<file path="config.mk">
export PLATFORM = sky130hd
export DESIGN_NAME = spi_reg_responder
export DESIGN_NICKNAME = d
export VERILOG_FILES = /design/src/rtl/spi_reg_responder.sv
export SDC_FILE = /design/constraint.sdc
export NUM_CORES = 1
export LEC_CHECK = 0
export CAP_MARGIN = 15
export CORE_ASPECT_RATIO = 0.8
export CORE_MARGIN = 3
export CORE_UTILIZATION = 40
export DETAILED_ROUTE_END_ITERATION = 12
export DONT_BUFFER_PORTS = 1
export PLACE_DENSITY = 0.57
export SYNTH_ARGS = -nofsm -noshare
export SYNTH_HDL_FRONTEND = slang
export SYNTH_SLANG_ARGS = --single-unit
</file>
<file path="constraint.sdc">
create_clock -name clk -period 2 [get_ports clk]
set_clock_uncertainty 0.1 [all_clocks]
set_input_delay 0.4 -clock clk [delete_from_list [all_inputs] [get_ports clk]]
set_output_delay 0.4 -clock clk [all_outputs]
set_load 0.01 [all_outputs]
</file>
<file path="src/rtl/spi_reg_responder.sv">
// SPI mode-0 responder exposing a byte-wide register file plus a read-only status byte.
// All pins are oversampled on clk; edges come from the synchronized copies.
module spi_reg_responder #(
   parameter int unsigned ADDR_W      = 2,
   parameter int unsigned SYNC_STAGES = 2
) (
   input  logic                                 clk,
   input  logic                                 rst,
   input  logic                                 ss,
   input  logic                                 sck,
   input  logic                                 mosi,
   output logic                                 miso,
   input  logic [7:0]                           status_in,
   output logic [8*((1 << ADDR_W) - 1) - 1:0]   reg_out,
   output logic                                 wr_strobe,
   output logic [ADDR_W-1:0]                    wr_addr,
   output logic [7:0]                           wr_data
);

   localparam int unsigned NREGS = 1 << ADDR_W;
   localparam int unsigned RW    = 8 * (NREGS - 1);
   localparam int unsigned CNT_W = 3;

   typedef enum logic [1:0] {
      S_IDLE = 2'd0,
      S_CMD  = 2'd1,
      S_DATA = 2'd2
   } state_t;

   // Readback mux: writable registers, status byte at the top address.
   function automatic logic [7:0] rd_byte(input logic [ADDR_W-1:0] a,
                                          input logic [RW-1:0]     regs,
                                          input logic [7:0]        st);
      logic [7:0] v;
      v = st;
      for (int unsigned k = 0; k < NREGS - 1; k++) begin
         if (a == ADDR_W'(k)) v = regs[8*k +: 8];
      end
      return v;
   endfunction

   logic [SYNC_STAGES-1:0] r_ss_sync;
   logic [SYNC_STAGES-1:0] r_sck_sync;
   logic [SYNC_STAGES-1:0] r_mosi_sync;
   logic                   r_ss_d;
   logic                   r_sck_d;

   state_t                 r_state,   w_state_nxt;
   logic [CNT_W-1:0]       r_bit_cnt, w_bit_cnt_nxt;
   logic [7:0]             r_rx,      w_rx_nxt;
   logic [7:0]             r_tx,      w_tx_nxt;
   logic [ADDR_W-1:0]      r_addr,    w_addr_nxt;
   logic                   r_rw,      w_rw_nxt;
   logic [RW-1:0]          r_reg_out, w_regs_nxt;
   logic [ADDR_W-1:0]      r_wr_addr, w_wr_addr_nxt;
   logic [7:0]             r_wr_data, w_wr_data_nxt;
   logic                   r_pend,    w_pend_nxt;
   logic                   r_wr_strobe;
   logic                   r_miso,    w_miso_nxt;

   logic                   w_ss;
   logic                   w_sck;
   logic                   w_mosi;
   logic                   w_sel_rise;
   logic                   w_sck_rise;
   logic                   w_sck_fall;
   logic [7:0]             w_rx_byte;
   logic [ADDR_W-1:0]      w_addr_inc;

   assign w_ss       = r_ss_sync[SYNC_STAGES-1];
   assign w_sck      = r_sck_sync[SYNC_STAGES-1];
   assign w_mosi     = r_mosi_sync[SYNC_STAGES-1];
   assign w_sel_rise = w_ss & ~r_ss_d;
   assign w_sck_rise = w_sck & ~r_sck_d;
   assign w_sck_fall = ~w_sck & r_sck_d;
   assign w_rx_byte  = {r_rx[6:0], w_mosi};
   assign w_addr_inc = r_addr + ADDR_W'(1);

   // Select chain resets high so a select held through reset never looks like a new frame.
   always_ff @(posedge clk or posedge rst) begin
      if (rst) begin
         r_ss_sync   <= '1;
         r_sck_sync  <= '0;
         r_mosi_sync <= '0;
         r_ss_d      <= 1'b1;
         r_sck_d     <= 1'b0;
      end else begin
         r_ss_sync   <= {r_ss_sync[SYNC_STAGES-2:0], ss};
         r_sck_sync  <= {r_sck_sync[SYNC_STAGES-2:0], sck};
         r_mosi_sync <= {r_mosi_sync[SYNC_STAGES-2:0], mosi};
         r_ss_d      <= w_ss;
         r_sck_d     <= w_sck;
      end
   end

   // Frame state register and all datapath registers.
   always_ff @(posedge clk or posedge rst) begin
      if (rst) begin
         r_state     <= S_IDLE;
         r_bit_cnt   <= '0;
         r_rx        <= '0;
         r_tx        <= '0;
         r_addr      <= '0;
         r_rw        <= 1'b0;
         r_reg_out   <= '0;
         r_wr_addr   <= '0;
         r_wr_data   <= '0;
         r_pend      <= 1'b0;
         r_wr_strobe <= 1'b0;
         r_miso      <= 1'b0;
      end else begin
         r_state     <= w_state_nxt;
         r_bit_cnt   <= w_bit_cnt_nxt;
         r_rx        <= w_rx_nxt;
         r_tx        <= w_tx_nxt;
         r_addr      <= w_addr_nxt;
         r_rw        <= w_rw_nxt;
         r_reg_out   <= w_regs_nxt;
         r_wr_addr   <= w_wr_addr_nxt;
         r_wr_data   <= w_wr_data_nxt;
         r_pend      <= w_pend_nxt;
         r_wr_strobe <= r_pend;
         r_miso      <= w_miso_nxt;
      end
   end

   // Next-state and datapath update.
   always_comb begin
      w_state_nxt   = r_state;
      w_bit_cnt_nxt = r_bit_cnt;
      w_rx_nxt      = r_rx;
      w_tx_nxt      = r_tx;
      w_addr_nxt    = r_addr;
      w_rw_nxt      = r_rw;
      w_regs_nxt    = r_reg_out;
      w_wr_addr_nxt = r_wr_addr;
      w_wr_data_nxt = r_wr_data;
      w_pend_nxt    = 1'b0;

      if (!w_ss) begin
         w_state_nxt   = S_IDLE;
         w_bit_cnt_nxt = '0;
      end else begin
         case (r_state)
            S_IDLE: begin
               if (w_sel_rise) begin
                  w_state_nxt   = S_CMD;
                  w_bit_cnt_nxt = '0;
                  w_rx_nxt      = '0;
               end
            end
            S_CMD: begin
               if (w_sck_rise) begin
                  w_rx_nxt = w_rx_byte;
                  if (r_bit_cnt == CNT_W'(7)) begin
                     w_rw_nxt      = w_rx_byte[7];
                     w_addr_nxt    = w_rx_byte[ADDR_W-1:0];
                     w_bit_cnt_nxt = '0;
                     w_state_nxt   = S_DATA;
                     if (!w_rx_byte[7]) begin
                        w_tx_nxt = rd_byte(w_rx_byte[ADDR_W-1:0], r_reg_out, status_in);
                     end
                  end else begin
                     w_bit_cnt_nxt = r_bit_cnt + CNT_W'(1);
                  end
               end
            end
            S_DATA: begin
               // First fall after a (re)load keeps bit 7 on the line.
               if (!r_rw && w_sck_fall && (r_bit_cnt != '0)) begin
                  w_tx_nxt = {r_tx[6:0], 1'b0};
               end
               if (w_sck_rise) begin
                  w_rx_nxt = w_rx_byte;
                  if (r_bit_cnt == CNT_W'(7)) begin
                     w_bit_cnt_nxt = '0;
                     w_addr_nxt    = w_addr_inc;
                     if (!r_rw) begin
                        w_tx_nxt = rd_byte(w_addr_inc, r_reg_out, status_in);
                     end else if (r_addr != ADDR_W'(NREGS - 1)) begin
                        for (int unsigned k = 0; k < NREGS - 1; k++) begin
                           if (r_addr == ADDR_W'(k)) w_regs_nxt[8*k +: 8] = w_rx_byte;
                        end
                        w_wr_addr_nxt = r_addr;
                        w_wr_data_nxt = w_rx_byte;
                        w_pend_nxt    = 1'b1;
                     end
                  end else begin
                     w_bit_cnt_nxt = r_bit_cnt + CNT_W'(1);
                  end
               end
            end
            default: begin
               w_state_nxt = S_IDLE;
            end
         endcase
      end

      w_miso_nxt = ((w_state_nxt == S_DATA) && !w_rw_nxt) ? w_tx_nxt[7] : 1'b0;
   end

   assign miso      = r_miso;
   assign reg_out   = r_reg_out;
   assign wr_strobe = r_wr_strobe;
   assign wr_addr   = r_wr_addr;
   assign wr_data   = r_wr_data;

endmodule

</file>
# == Word level (Yosys, flattened, before mapping) ==
# Cells that the tools add are included.
# totals
regBits,68
latch_bits,0
mem_bits_rw,0
mem_bits_ro,0
input_bits,13
out_inout_bits,36
n_memories,0
# op_classes
addsub,2
n_mul,0
div_mod_pow,0
n_lt_le_gt_ge,0
eq_ne,21
shifts,0
muxes,44
n_bitwise,6
n_reduce_logical,21
# op_table
cell,n
8-bit 2-to-1 mux,14
7-bit AND reduction,3
2-bit 2-to-1 mux,8
8-bit case mux with 2 select lines,1
7-bit 2-to-1 mux,2
"2-bit != test, second input constant",7
7-bit case mux with 2 select lines,1
3-bit 2-to-1 mux,4
6-bit AND reduction,2
1-bit 2-to-1 mux,11
"2-bit equality test, second input constant",5
"2-bit by 1-bit equality test with 1-bit output, second input constant",4
2-bit zero test,4
"3-bit by 2-bit != test with 1-bit output, second input constant",2
2-bit case mux with 3 select lines,1
3-bit case mux with 2 select lines,1
5-bit AND reduction,1
2-bit case mux with 2 select lines,1
4-bit AND reduction,1
2-bit nonzero test,2
"3-bit by 1-bit adder with 3-bit output, second input constant",1
1-bit bitwise AND,3
"3-bit equality test, second input constant",1
1-bit logical AND,3
8 further kinds,11

# == Logic depth before layout (Yosys ltp) ==
# logic_depth
word_depth,11
mapped_depth,7
ltp_nobuf,7

# == Worst setup path before layout ==
# Ideal clock, no wire load.
# synth_timing
kind,flip-flop to flip-flop
start,register r_bit_cnt[0]
end,register r_miso (netlist: miso)
arrival_ns,1.765
slack_ns,0.023
stages_incl_launch_ff,8
period_less_slack_ns,1.977
cell_sequence,dfrtp_1 > ha_1 > ha_1 > and3b_1 > and2_1 > nand2_1 > mux2_2 > a2111oi_2
# synth_via
elab_cells_between_ends,23
classes_between,eq/ne: 2; mux: 17; reduce/logical: 4
# synth_rtl
item,line_no,text
from (decl),49,"logic [CNT_W-1:0] r_bit_cnt, w_bit_cnt_nxt;"
from (signal assigned),113,r_bit_cnt <= w_bit_cnt_nxt;
3-bit equality test,155,if (r_bit_cnt == CNT_W'(7)) begin
1-bit 2-to-1 mux,155,
1-bit 2-to-1 mux,153,if (w_sck_rise) begin
1-bit 2-to-1 mux,144,case (r_state)
1-bit 2-to-1 mux,140,if (!w_ss) begin
named net w_rw_nxt,53,"logic r_rw, w_rw_nxt;"
1-bit zero test,199,w_miso_nxt = ((w_state_nxt == S_DATA) && !w_rw_nxt) ? w_tx_nxt[7] : 1'b0;
1-bit logical AND,199,
1-bit 2-to-1 mux,199,
named net w_miso_nxt,59,"logic r_miso, w_miso_nxt;"
to (signal assigned),123,r_miso <= w_miso_nxt;
to (decl),59,
# The timed path passes the listed nets, and every way through them passes these cells. The select of a mux whose other input is x is not followed.
# A chain may end at the register's enable or synchronous reset.

# == Worst setup path after layout ==
# layout_timing
start,register r_bit_cnt[1]
end,register r_miso (netlist: miso)
# layout_via
elab_cells_between_ends,23
classes_between,eq/ne: 2; mux: 17; reduce/logical: 4
# layout_rtl
item,line_no,text
3-bit equality test,155,
2-bit 2-to-1 mux,155,
2-bit 2-to-1 mux,153,
2-bit case mux with 3 select lines,144,
2-bit 2-to-1 mux,140,
named net w_state_nxt[0],48,"state_t r_state, w_state_nxt;"
2-bit equality test,199,
1-bit logical AND,199,
1-bit 2-to-1 mux,199,
named net w_miso_nxt,59,
# The timed path passes the listed nets, and every way through them passes these cells. The select of a mux whose other input is x is not followed.

==> flow_metrics.tcl <==
set metrics [dict create \
    port_buffers 0 \
    ant_nets 0 \
    antenna_cells 0 \
    drt-wirelength-per-cell_microns 19.7 \
    dr.pass1.iters 6 \
    wl_met3_microns 481 \
    syn_inst 292 \
    yosysSeqAreaShare_pct 48.5 \
    postPlaceCellArea_sq_um 3880 \
    grt_use_total_pct 17.8 \
    hpwl_microns 6110 \
    yosysWarningCount 0 \
    grt_antenna_before_repair 0 \
    grt_max_degree 49 \
    async_flop_share_pct 100 \
    initialDrtViolationCount 123 \
    syn_to_final_growth_pct 20.9 \
    p_comb_share_pct 7.5 \
    pwr-share-seq_pct 50.6 \
    post-route-util_pct 51.6 \
    ir_worst_vdd_uv 404 \
    syn_area_sq_um 3510 \
    end_kind "flip-flop" \
    cts_buffers 9 \
    worstSkewPairLatency_ns 0.35 \
    synth_adder_area_share_pct 4.63 \
    whs_ns 0.256 \
    synth-simple-area-share_pct 11.4 \
    std_cell_rows 29 \
    place.gp.congestion 0.782 \
    wl_microns 8690 \
    min_path_type "flip-flop to flip-flop" \
    synth_nets 318 \
    max_stage_delay_ns 0.38 \
    die_h_microns 89.8 \
    tightestPinTransition_ns 0.491 \
    avgSynthCellArea_sq_um 12.0 \
    first_global_vias 2559 \
    synth.mux.area_fraction_pct 21.3 \
    coreArea_sq_um 8240 \
    yosysUniqueCellTypes 46 \
    final_max_slew_viol_count 0 \
    synth_area_leader_cell "dfrtp_1" \
    clkPwrFrac_pct 41.9 \
    initial_core_util_pct 42.7 \
    swShare_pct 25.4 \
    finalHoldViolCount 0 \
    drive_gt1_share_pct 25.5 \
    worstPathRequired_ns 2.15 \
    ys_seq_elements 68 \
    synth.area.top_cells "dfrtp_1 46%, mux2_1 11%, ha_1 4.6%" \
    synth_compound_area_share_pct 11.4 \
    period_share_pct 95.9 \
    path_max_fanout 8 \
    drv_cap 0 \
    wl_met1_microns 4010 \
    grt_pass1_wl_microns 13900 \
    p_switching_mw 0.708 \
    fin_ws_ns 0.0827 \
    synth_top_family_by_area "multiplexers" \
    cts_sinks 68 \
    die_area_sq_um 9950 \
    wl_met2_microns 4100 \
    fin_area_sq_um 4250 \
    outcome "finished clean" \
    fp.dieW_microns 111 \
    synth_edf_count 0 \
    vias 2442 \
    fin_nets 354 \
    fmax_ghz 0.522 \
    critical_path_arrival_ns 2.07 \
    period_needed_ns 1.92 \
    fill_cells 718 \
    synth-xor-area-share_pct 0 \
    p_leak_nw 1.97 \
    cp_num_buf_inv 1 \
    clkTransAtPathRegs_ns 0.08 \
    crit_chain "ha_2, ha_4, nand3b_4, buf_4, a211oi_2, nor2_1, a2111oi_4" \
    setup_viol 0 \
    relSlewSlack_pct 67.2 \
    htree_levels 3 \
    io_pins 49 \
    power.density_nw_per_um2 655 \
    synth.top_cell.area_share_pct 46.3 \
    cpMaxStageDelayCell "dfrtp_1" \
    internal-power_mw 2.08 \
    cts_tree "done" \
    path_class "flip-flop to flip-flop" \
    cp-start-kind "flip-flop" \
    cts_root_buf "clkbuf_8" \
    grt_remaining_overflow 0 \
    via_per_inst 5.54 \
    top_layer "met4" \
    clockBufferDepth 2 \
    synthFlopType "dfrtp_1" \
    pre_cts_ws_ns -0.0217 \
    drc 0 \
    cp_top_family "compound AO/OA/AOI/OAI gates" \
]
placed cells by master (no fill, tap or decap), drive strengths merged, types with 2 or more instances in the layout:
master       synthesis  layout
dfrtp               65      65
o2111ai              6       6
nor2                10      10
a22oi                3       3
mux2i               14      14
a22o                 8       8
a21boi               2       2
inv                 11      13
nor2b                5       5
nand2b               9       9
nor3                 3       3
nand2               38      38
buf                  8      33
dlygate4sd3          0       4
clkinv               0       2
mux2                37      37
clkbuf               4       9
ha                  13      13
mux4                 8       8
a21oi                3       3
nor3b                2       2
clkinvlp             0       2
o31ai                2       2
o211ai               6       6
a211oi               3       3
nand3                5       5
o21ai               16      16
dfstp                3       3
worst paths after layout:
check	from	end	slack, ns	depth (start not counted)
max reg2reg	r_bit_cnt[1]	miso	0.08	7
min reg2reg	r_pend	wr_strobe	0.26	0
min in group asynchronous	rst	r_pend	0.45	2
min	r_pend	wr_strobe	0.26	0
max	r_bit_cnt[1]	miso	0.08	7
max in group asynchronous	rst	r_tx[3]	0.75	3
kinds of logic (layout without fill, tap and decap cells):
family | after synthesis | after routing
multiplexers | 59 | 59
flip-flops | 68 | 68
adder cells (fa/ha/maj) | 13 | 13
AND/OR/NAND/NOR | 76 | 76
buffers and inverters | 23 | 64
AO/OA/AOI/OAI | 53 | 53
registers in the layout, indices dropped and copies added, names as in the netlist:
register	count
reg_out	24
r_tx	8
wr_data	8
r_rx	7
r_bit_cnt	3
r_addr	2
r_mosi_sync	2
r_sck_sync	2
r_ss_sync	2
r_state	2
wr_addr	2
miso	1
r_pend	1
r_rw	1
r_sck_d	1
r_ss_d	1
wr_strobe	1
power groups by stage:
stage / Clock [mW] / Sequential [mW] / Combinational [mW]
6_report: 1.17 / 1.41 / 0.210
5_1_grt: 1.28 / 1.41 / 0.232
4_1_cts: 1.21 / 1.41 / 0.203
3_5_place_dp: 0 / 1.44 / 0.194
3_3_place_gp: 0 / 1.43 / 0.193
2_1_floorplan: 0 / 1.43 / 0.124
layout make-up:
type,count,area (sq um),share of cell area (%)
Clock buffer,9,124,2.92
Timing Repair Buffer,37,338,7.95
Multi-Input combinational cell,201,1820,42.8
Clock inverter,7,81.3,1.91
Inverter,11,45.0,1.06
Sequential cell,68,1710,40.2
Tap cell,108,135,3.18
metal layers:
layer	global-route usage (%)	up-vias
met5	0	-
met4	5.33	0
met3	6.58	12
met2	27.7	54
met1	23.4	1243
li1	-	1133
repair_timing:
item                       4_1_cts  5_1_grt
resized for setup                2       20
gates cloned                     0        0
setup endpoints to repair        7       43
hold endpoints to repair        20        0
hold buffers                     4        0
setup buffers                    0        2
pin swaps                        0        1
Yosys cell counts, types with 4 or more instances:
cell       count
o211ai_1       6
nor2_1         9
o21ai_1        9
mux4_2         5
dfrtp_1       65
nand2b_1       9
mux2i_1       14
mux2_1        35
nor2b_1        5
nand2_1       35
o21ai_0        6
inv_1         11
buf_2          6
o2111ai_1      6
clkbuf_1       4
ha_1          13
a22o_1         8
stage by stage:
| step | cells | TNS (ns) | total power [mW] |
|---|---|---|---|
| floorplan | 292 | 0 | 1.55 |
| global placement | 419 | 0 | 1.63 |
| detailed placement | 419 | -0.0297 | 1.63 |
| CTS | 439 | 0 | 2.82 |
| global route | 441 | -0.0250 | 2.92 |
| finish | 441 | 0 | 2.78 |
Power figures use the tool's default switching activity.
==> variant, RTL diff (same flow settings) <==
Change the localparam `CNT_W` from 3 to 2.
--- a/src/rtl/spi_reg_responder.sv
+++ b/src/rtl/spi_reg_responder.sv
@@ -20,5 +20,5 @@
    localparam int unsigned NREGS = 1 << ADDR_W;
    localparam int unsigned RW    = 8 * (NREGS - 1);
-   localparam int unsigned CNT_W = 3;
+   localparam int unsigned CNT_W = 2;
 
    typedef enum logic [1:0] {
Formal check against the unedited RTL: no difference found for any inputs over 10 cycles, from zero or initial values and one cycle with rst high; that may be too few to reach the edited logic, so the function may still have changed.
==> variant against the unedited design <==
Area after synthesis up 0.85%. Wire length decreased by 2.0%. Power up 6.2%. Cell area fell by 1.1%. Sequential cell count decreased by 1. Critical path depth is 1 lower. First-iteration DRC count rose by 65%. Worst setup slack lost 0.047 ns.
==> variant: results <==
{
  "netlist_top_cells_count": "64 x sky130_fd_sc_hd__dfrtp_1, 44 x sky130_fd_sc_hd__nand2_1, 26 x sky130_fd_sc_hd__mux2_2",
  "clock_insertion_delay_worst_skew_ns": 0.36,
  "numPlacedInstances": 428,
  "numCtsBuffers": 9,
  "synth.yosys.seq_area_share": 0.4741,
  "flip_flop_count_of_the_largest_register_all_copies_and_words_added": 24,
  "globalplace.congestion": 0.8151,
  "grt_overflow": 0,
  "gr-usage-all-layers": 0.1767,
  "antenna-diode-count": 0,
  "synth_largest_type_area_fraction": 0.4518,
  "port-buffer-count": 0,
  "htreeDepth": 3,
  "synthTopCellsByArea": "sky130_fd_sc_hd__dfrtp_1 45%, sky130_fd_sc_hd__mux2_2 8.3%, sky130_fd_sc_hd__mux4_2 5.1%, sky130_fd_sc_hd__nand2_1 4.7%, sky130_fd_sc_hd__ha_1 4.2%",
  "place.detailed.hpwl_mm": 6.111,
  "nets_in_the_synthesized_netlist": 333,
  "grt_first_pass_wirelength_mm": 13.89,
  "finalNetCount": 359,
  "cp_data_arrival_time_ns": 2.11,
  "hold_path_class": "flop to flop",
  "proportion_of_register_bits_with_asynchronous_set_or_reset_after_synthesis": 1.000,
  "dr.pass1.iters": 4,
  "met1Wirelength_mm": 3.987,
  "critPathMaxStageDelay_ns": 0.38,
  "largest_net_degree_at_the_start_of_global_routing": 46,
  "detailroute.via_count": 2466,
  "antenna_violations_before_repair": 0,
  "detail_route.wl_per_cell_um": 18.88,
  "path_clk_slew_ns": 0.08,
  "routed.top_layer": "met4",
  "result_of_the_run": "finished clean",
  "synth.distinct_cells": 51,
  "crit_path_max_fanout": 10,
  "first_iter_violations": 203,
  "drive_above_1_share": 0.3333,
  "total_leakage_power_nw": 1.819,
  "clock_root_buffer": "sky130_fd_sc_hd__clkbuf_8",
  "fill_cells": 778,
  "maxSlewHeadroom": 0.6390,
  "routed-wl-met3_um": 544,
  "post_synthesis_instance_total": 308,
  "number_of_synthesis_warnings": 0,
  "critPathSlowestCell": "sky130_fd_sc_hd__dfrtp_1",
  "total_wire_length_mm": 8.515,
  "cts.path.max_buffers": 2,
  "areaGrowthSynthToFinish_pct": 18.57,
  "max-vdd-ir-drop_mv": 0.4015,
  "postPlaceCellArea_um2": 3835,
  "met2WireLength_mm": 3.846
}
variant: cell families after synthesis:
kind of cell / after synthesis / synth area share
DFF: 67 / 0.4741
adders and majority gates: 12 / 0.04236
and+or+nand+nor: 81 / 0.1218
muxes: 54 / 0.2026
buffers and inverters: 31 / 0.04095
AOI/OAI and AO/OA: 63 / 0.1183
variant: what timing repair did:
action / 4_1_cts / 5_1_grt
setup buffers: 0 / 2
hold endpoints to repair: 22 / 0
hold buffers: 4 / 0
setup endpoints to repair: 19 / 16
pin swaps: 0 / 4
gates resized for setup: 4 / 21
cloned: 0 / 1
variant: final timing paths:
check | from | slack (ns) | end | cells past startpoint
worst max-delay path | r_bit_cnt[0] | 0.04 | wr_data[5] | 6
worst min-delay path | r_sck_sync[0] | 0.25 | r_sck_sync[1] | 0
worst max register to register | r_bit_cnt[0] | 0.04 | wr_data[5] | 6
worst min register to register | r_sck_sync[0] | 0.25 | r_sck_sync[1] | 0
max in group asynchronous | rst | 0.75 | r_tx[1] | 3
min in group asynchronous | rst | 0.46 | reg_out[17] | 2
variant: power by group:
group	total, mW	internal [mW]	switching, mW	leakage (nW)
clock network	1.32	0.723	0.594	0.113
logic	0.237	0.103	0.133	0.838
registers	1.40	1.38	0.0245	0.868
variant: cell type report:
cell class              instances  area share
multi-input cells             210      0.4260
well taps                     112     0.03334
clock inverters                 7     0.02501
repair buffers                 34     0.07383
inverters                      12     0.01221
clock buffers                   9     0.02947
flip-flops and latches         67      0.4001
variant: per-stage QoR:
stage	setup slack (ns)	total power, mW	TNS [ns]	hold WS [ns]
after floorplan	0.005136	1.567	0	0.2312
after global placement	0.005944	1.642	0	0.2325
after detailed placement	-0.01508	1.644	-0.08349	0.2393
after CTS	0.02407	2.973	0	0.2572
after global routing	-0.07501	3.078	-0.5310	0.2688
final	0.03531	2.957	0	0.2539
variant: worst max-delay path, delay by kind of cell (launching register included):
kind	cells	cell delay (ns)
buffers and inverters	1	0.16
muxes	1	0.30
and+or+nand+nor	3	0.66
DFF	1	0.38
adders and majority gates	1	0.24
variant: per-layer routing:
layer  GRT usage  vias up
met1      0.2494     1224
met5           0        -
met3     0.05653       11
li1            -     1166
met4     0.06180        0
met2      0.2560       65
